<file path="src/rtl/byte_serializer.sv">
// ============================================================================
// Module   : byte_serializer (with bit-select mux_8)
// Brief    : Byte-in / bit-out serializer with valid/ready on both sides.
// Revision : 1.0
// ============================================================================
`default_nettype none

module mux_8 (
  input  logic [2:0] select,
  input  logic [7:0] opts,
  output logic       out
);

  assign out = opts[select];

endmodule

module byte_serializer #(
  parameter bit MSB_FIRST = 1'b0
) (
  input  logic       clk,
  input  logic       rst_n,
  input  logic       i_valid,
  output logic       i_ready,
  input  logic [7:0] i_data,
  output logic       o_valid,
  input  logic       o_ready,
  output logic       o_bit,
  output logic       o_last,
  output logic       busy
);

  typedef enum logic [0:0] {
    IDLE  = 1'b0,
    SHIFT = 1'b1
  } state_t;

  localparam logic [2:0] C_LAST_BIT = 3'd7;

  state_t     r_state;
  state_t     w_state_nxt;
  logic [7:0] r_data;
  logic [7:0] w_data_nxt;
  logic [2:0] r_count;
  logic [2:0] w_count_nxt;
  logic [2:0] w_sel;
  logic       w_mux_bit;

  always_ff @(posedge clk or negedge rst_n) begin
    if (!rst_n) begin
      r_state <= IDLE;
      r_data  <= 8'h00;
      r_count <= 3'd0;
    end else begin
      r_state <= w_state_nxt;
      r_data  <= w_data_nxt;
      r_count <= w_count_nxt;
    end
  end

  always_comb begin
    w_state_nxt = r_state;
    w_data_nxt  = r_data;
    w_count_nxt = r_count;
    i_ready     = 1'b0;
    o_valid     = 1'b0;
    o_last      = 1'b0;
    busy        = 1'b0;
    case (r_state)
      IDLE: begin
        i_ready = 1'b1;
        if (i_valid) begin
          w_data_nxt  = i_data;
          w_count_nxt = 3'd0;
          w_state_nxt = SHIFT;
        end
      end
      SHIFT: begin
        o_valid = 1'b1;
        busy    = 1'b1;
        o_last  = (r_count == C_LAST_BIT);
        if (o_ready) begin
          if (r_count != C_LAST_BIT) begin
            w_count_nxt = r_count + 3'd1;
          end else begin
            // Final bit leaves this cycle: reload straight away for a zero-bubble handoff.
            i_ready     = 1'b1;
            w_count_nxt = 3'd0;
            if (i_valid) begin
              w_data_nxt = i_data;
            end else begin
              w_state_nxt = IDLE;
            end
          end
        end
      end
      default: begin
        w_state_nxt = IDLE;
      end
    endcase
  end

  assign w_sel = MSB_FIRST ? (C_LAST_BIT - r_count) : r_count;

  mux_8 u_mux_8 (
    .select (w_sel),
    .opts   (r_data),
    .out    (w_mux_bit)
  );

  assign o_bit = o_valid & w_mux_bit;

endmodule

`default_nettype wire

</file>
<file path="config.mk">
export PLATFORM = sky130hd
export DESIGN_NAME = byte_serializer
export DESIGN_NICKNAME = d
export VERILOG_FILES = /design/src/rtl/byte_serializer.sv
export SDC_FILE = /design/constraint.sdc
export NUM_CORES = 1
export LEC_CHECK = 0
export ABC_AREA = 1
export ABC_CLOCK_PERIOD_IN_PS = 1800
export CORE_AREA = 2 2 42 44
export CTS_CLUSTER_SIZE = 20
export DETAILED_ROUTE_END_ITERATION = 7
export DIE_AREA = 0 0 44 46
export PLACE_DENSITY = 0.73
export SYNTH_ARGS = -nofsm -noshare
export SYNTH_HDL_FRONTEND = slang
export SYNTH_HIERARCHICAL = 1
export SYNTH_SLANG_ARGS = --single-unit
export TNS_END_PERCENT = 10
</file>
<file path="constraint.sdc">
create_clock -name clk -period 1.8 [get_ports clk]
set_input_delay 0.54 -clock clk [delete_from_list [all_inputs] [get_ports clk]]
set_output_delay 0.54 -clock clk [all_outputs]
set_load 0.02 [all_outputs]
</file>
After elaboration in Yosys (flattened, before gate mapping)
Cells that the tools add are included.
{"block": "totals", "reg_bits": 12, "inputBits": 12, "out_inout_bits": 5, "word_cells": 33}
{"block": "classes", "addsub": 1, "n_lt_le_gt_ge": 1, "eq_ne": 5, "muxes": 19, "n_bitwise": 2, "n_reduce_logical": 2}
{"cell": "8-bit two-way mux", "n": 3}
{"cell": "8-bit case mux with 2 select lines", "n": 1}
{"cell": "3-bit two-way mux", "n": 3}
{"cell": "1-bit two-way mux", "n": 8}
{"cell": "2-bit inequality test (second input constant)", "n": 3}
{"cell": "3-bit case mux with 2 select lines", "n": 1}
{"cell": "3-bit by 4-bit < comparator with 1-bit output (second input constant)", "n": 1}
{"cell": "1-bit case mux with 2 select lines", "n": 2}
{"cell": "2-bit AND reduction", "n": 2}
{"cell": "3-bit by 1-bit adder with 3-bit output (second input constant)", "n": 1}
{"cell": "1-bit binary-select mux with 3-bit select", "n": 1}
{"cell": "3-bit equality test (second input constant)", "n": 1}
{"cell": "3-bit inequality test (second input constant)", "n": 1}
{"cell": "1-bit bitwise AND", "n": 1}
{"cell": "1-bit NOT", "n": 1}

Longest topological paths before layout
{"block": "depth", "depth_word": 4, "mapped_depth": 8, "depth_no_buf": 8}

Cells and area by module
Netlist, hierarchy kept.
{"module": "byte_serializer", "n_inst": 1, "cells_per_inst": 66, "area_each_um2": 578.1, "seq_area_each_um2": 300.3}
{"module": "mux_8", "n_inst": 1, "cells_per_inst": 28, "area_each_um2": 110.1, "seq_area_each_um2": 0.0}

Least setup slack after synthesis
No wires, ideal clock.
{"block": "synth_timing", "kind": "reg-to-output", "start": "register r_count[0]", "end": "output port i_ready", "arrival_ps": 1029, "t_required_ps": 1260, "slack_ps": 231, "stages_incl_launch_ff": 5, "n_path_buf": 0, "path_cell_list": "dfrtp_1 > ha_1 > ha_1 > nand2_1 > nand2_1"}
{"block": "synth_between", "elab_chain_cells": 4}
{"item": "start, declared", "line": "44", "text": "logic [2:0] r_count;"}
{"item": "start signal, assigned", "line": "57", "text": "r_count <= w_count_nxt;"}
{"item": "3-bit inequality test", "line": "83", "text": "if (r_count != C_LAST_BIT) begin"}
{"item": "1-bit two-way mux", "line": "83"}
{"item": "1-bit two-way mux", "line": "82", "text": "if (o_ready) begin"}
{"item": "1-bit case mux with 2 select lines", "line": "69", "text": "case (r_state)"}
{"item": "end, declared", "line": "24", "text": "output logic i_ready,"}
No other way between the ends.

Worst setup path after layout
{"block": "layout_timing", "start": "register r_count[0]", "end": "output port o_bit"}
{"block": "layout_between", "elab_chain_cells": 3}
{"item": "1-bit binary-select mux with 3-bit select", "line": "14", "text": "assign out = opts[select];"}
{"item": "1-bit two-way mux (not written as such)", "line": "14"}
{"item": "via w_mux_bit", "line": "47", "text": "logic w_mux_bit;"}
{"item": "1-bit bitwise AND", "line": "111", "text": "assign o_bit = o_valid & w_mux_bit;"}
{"item": "end, declared", "line": "28", "text": "output logic o_bit,"}
The timed path passes the listed nets, and every way through them passes these cells. The select of a mux whose other input is x is not followed.

==> key figures <==
Status
  • Outcome: finished with violations
  • Failing checks: negative setup slack

Worst setup path
  • Crit path depth: 9
  • R2R Setup Slk: 0.31 ns
  • CP startpoint kind: register
  • CP endpoint: o_bit
  • Top cell by count, worst path: nand2_1
  • Critical Path Slowest Stage Cell: dfrtp_2
  • Worst R2R End: r_count[0]
  • Crit-path leading delay family: flip-flops
  • Reg-to-reg startpoint: r_count[0]
  • Crit path buffers/inverters: 3
  • CP endpoint kind: output pin
  • WS Path Type: reg2out
  • Worst path max stage delay: 0.48 ns
  • R2r worst-path depth: 5
  • Worst-path fanout max: 7
  • Critical path cell sequence: inv_4 > nand2_2 > nand3_2 > nand2_1 > nand2_1 > nand2_1 > nand2_1 > inv_1 > buf_6
  • Arrival time worst endpoint: 1.34 ns
  • CP Data Required Time: 1.26 ns
  • Worst Setup SP: r_count[0]

Cells and area
  • Net count, final: 134
  • Cell area after layout: 958 sq um
  • Share of post-route cells with drive strength above 1: 22.2%
  • Final Non-Filler Cells: 134
  • # diodes: 0
  • Area Overhead vs Synth: 39.3%

STA
  • Unrepaired setup endpoints after global routing: true
  • Final Hold Viols: 0
  • Max-slew violations: 0
  • Fmax achieved: 533 MHz
  • Worst Tran Pin Value: 0.562 ns
  • Hold Slack: 0.475 ns
  • Crit share post-route: 104%
  • Setup ws final: -0.0765 ns
  • Clock skew: 0.00126 ns
  • Relative slew slack: 62.4%
  • Final number of setup-violating endpoints: 3
  • Setup TNS: -0.215 ns
  • Minimum clock period after layout: 1.88 ns

Synth
  • Largest family of logic cells by synthesized area: simple AND/OR/NAND/NOR gates
  • Netlist Area Pre-Place: 688 sq um
  • Ys Warns: 6
  • Cells after synthesis: 94
  • Top_reg_cell synth: dfrtp_1
  • Post-Synth Adder-Cell Area: 5.45%
  • Asr flop ratio synth: 100%
  • Syn_nets: 109
  • Sequential-to-total area share from yosys stat: 43.6%
  • Simple-gate share of the synthesized area: 38.2%
  • Synth unique cells: 14
  • Post-synth EDFFs: 0
  • Yosys top cell area share: 43.6%
  • Most instantiated library cell after synthesis: nand2_1
  • Synth area leader: dfrtp_1
  • Post-Synth XOR/XNOR Area: 0%
  • #FFs+latches synth: 12
  • Synth Area in Compound Gates: 1.27%
  • Synth Area per Inst: 7.32 sq um
  • Multiplexer share of the synthesized area: 0%
  • Synth area leaders: dfrtp_1, nand2_1, nand3_1, inv_1, ha_1
  • Synth top cells by count: nand2_1, inv_1, nand3_1

Global routing
  • Vias in the first global route: 596
  • Total gr overflow: 0
  • First-pass GRT wire length: 2.44 mm
  • GRT Util Overall: 16.5%
  • Largest net degree at the start of global routing: 13
  • Initial antenna violation count: 0

Route
  • Vias: 642
  • Initial DRC Count: 13
  • Vias/cell: 4.79
  • Avg WL per Cell: 10.6 um
  • DRC viols: 0
  • Total routed wirelength: 1.42 mm
  • Detail Route Antenna Nets: 0
  • DRT Pass-1 Iters: 4

Clocking
  • CTS Sinks: 12
  • CTS tree: done
  • CTS Hold Buffers Added: 0
  • TritonCTS buffer count: 3
  • Clk_lat worst skew: 0.26 ns
  • H-tree level count: 1
  • Max Root-Sink Buffers: 2
  • Clock root buffer: clkbuf_4
  • CTS clk-pin slew, worst paths: 0.07 ns

Floorplan
  • Core ar.: 0.00161 sq mm
  • Total die area: 0.00202 sq mm
  • FP Rows: 15
  • IO Count: 17
  • Die Span Y: 46 um
  • Die width: 44 um
  • Initial Utilization: 42.6%

Power
  • Sw frac: 41.6%
  • Switching power: 0.579 mW
  • Clock share of power: 11.5%
  • P per Cell Area: 1450 mW/mm^2
  • Int Power: 0.814 mW
  • Leakage power: 0.531 nW
  • Max VDD drop: 0.555 mV
  • Gate power share: 52.0%
  • Sequential power share: 36.5%

Placed design
  • Number of cells in the design after placement: 129
  • Gpl congestion: 0.749
  • Port buffer count: 16
  • Post-DP Area: 881 sq um
  • Detailed Place HPWL: 1.08 mm
  • Dpl ws: -0.458 ns

Job
  • Max-cap violations: 0

Worst hold path
  • Hold Path Class: reg2reg
-- cells by family after synthesis --
group                    Yosys count
AO/OA/AOI/OAI                      1
adder cells (fa/ha/maj)            3
buffers and inverters             18
flip-flops                        12
AND/OR/NAND/NOR                   60
-- layout by cell type (no fill, tap or decap) --
master	netlist	layout
nand2_1	41	39
inv_1	14	14
nand3_1	14	12
clkdlybuf4s50_1	0	11
dfrtp_1	12	10
buf_4	1	6
nand2_2	1	3
clkbuf_4	0	3
nand2_4	2	2
ha_4	0	2
dlygate4sd2_1	0	2
buf_6	1	2
dfrtp_2	0	2
nand3_2	0	2
clkinv_1	1	1
or2_2	1	1
nor2_1	1	1
a21oi_2	1	1
ha_1	3	1
buf_2	0	1
inv_4	0	1
-- how the worst min path moves through the flow --
stage          startpoint  slack, ns  cells past startpoint         end
2_1_floorplan       rst_n       0.24                      0  r_count[0]
3_3_place_gp    r_data[3]       0.46                      2   r_data[3]
3_5_place_dp    r_data[3]       0.46                      2   r_data[3]
4_1_cts         r_data[3]       0.48                      2   r_data[3]
5_1_grt         r_data[3]       0.49                      2   r_data[3]
6_report        r_data[6]       0.48                      2   r_data[6]
-- sequential cells by signal, indices dropped and copies added, names as in the netlist --
signal and count:
r_data 8, r_count 3, r_state 1
-- power groups by stage --
stage	logic (mW)	registers, mW	clock network (mW)
after detailed placement	0.615	0.490	0
after global routing	0.820	0.529	0.180
after CTS	0.683	0.504	0.164
final	0.725	0.509	0.160
after floorplan	0.413	0.473	0
after global placement	0.587	0.486	0
-- final cells by class --
cell class,instances,area (sq um)
multi-input combinational,64,349
timing repair buffer,22,200
inverter,16,62.6
clock buffer,3,22.5
fill,155,656
tap,17,21.3
sequential,12,303
-- worst min-delay path: stages, from the launching register on --
cell	delay [ns]
dfrtp_1	0.34
nand2_1	0.06
nand2_1	0.05
-- per-stage QoR --
| step | utilization [%] | power (mW) |
|---|---|---|
| 2_1_floorplan | - | 0.886 |
| 3_3_place_gp | 54.6 | 1.07 |
| 3_5_place_dp | 54.6 | 1.11 |
| 4_1_cts | 58.3 | 1.35 |
| 5_1_grt | 59.4 | 1.53 |
| 6_report | 59.4 | 1.39 |
-- per-layer routing --
metal / part of all wire, % / global-route usage (%) / up-vias
met2: 54 / 30.3 / 17
met5: 0 / 0 / -
met4: 1.2 / 9.09 / 0
met3: 3.2 / 1.19 / 2
li1: - / - / 331
met1: 42 / 18.8 / 292
-- timing repair --
action	4_1_cts	5_1_grt
setup buffers	2	0
endpoints found under the setup margin	5	3
pin swaps	3	4
resized for setup	24	5
hold endpoints to repair	0	0
Note: power is estimated with default switching activity, not from simulation.
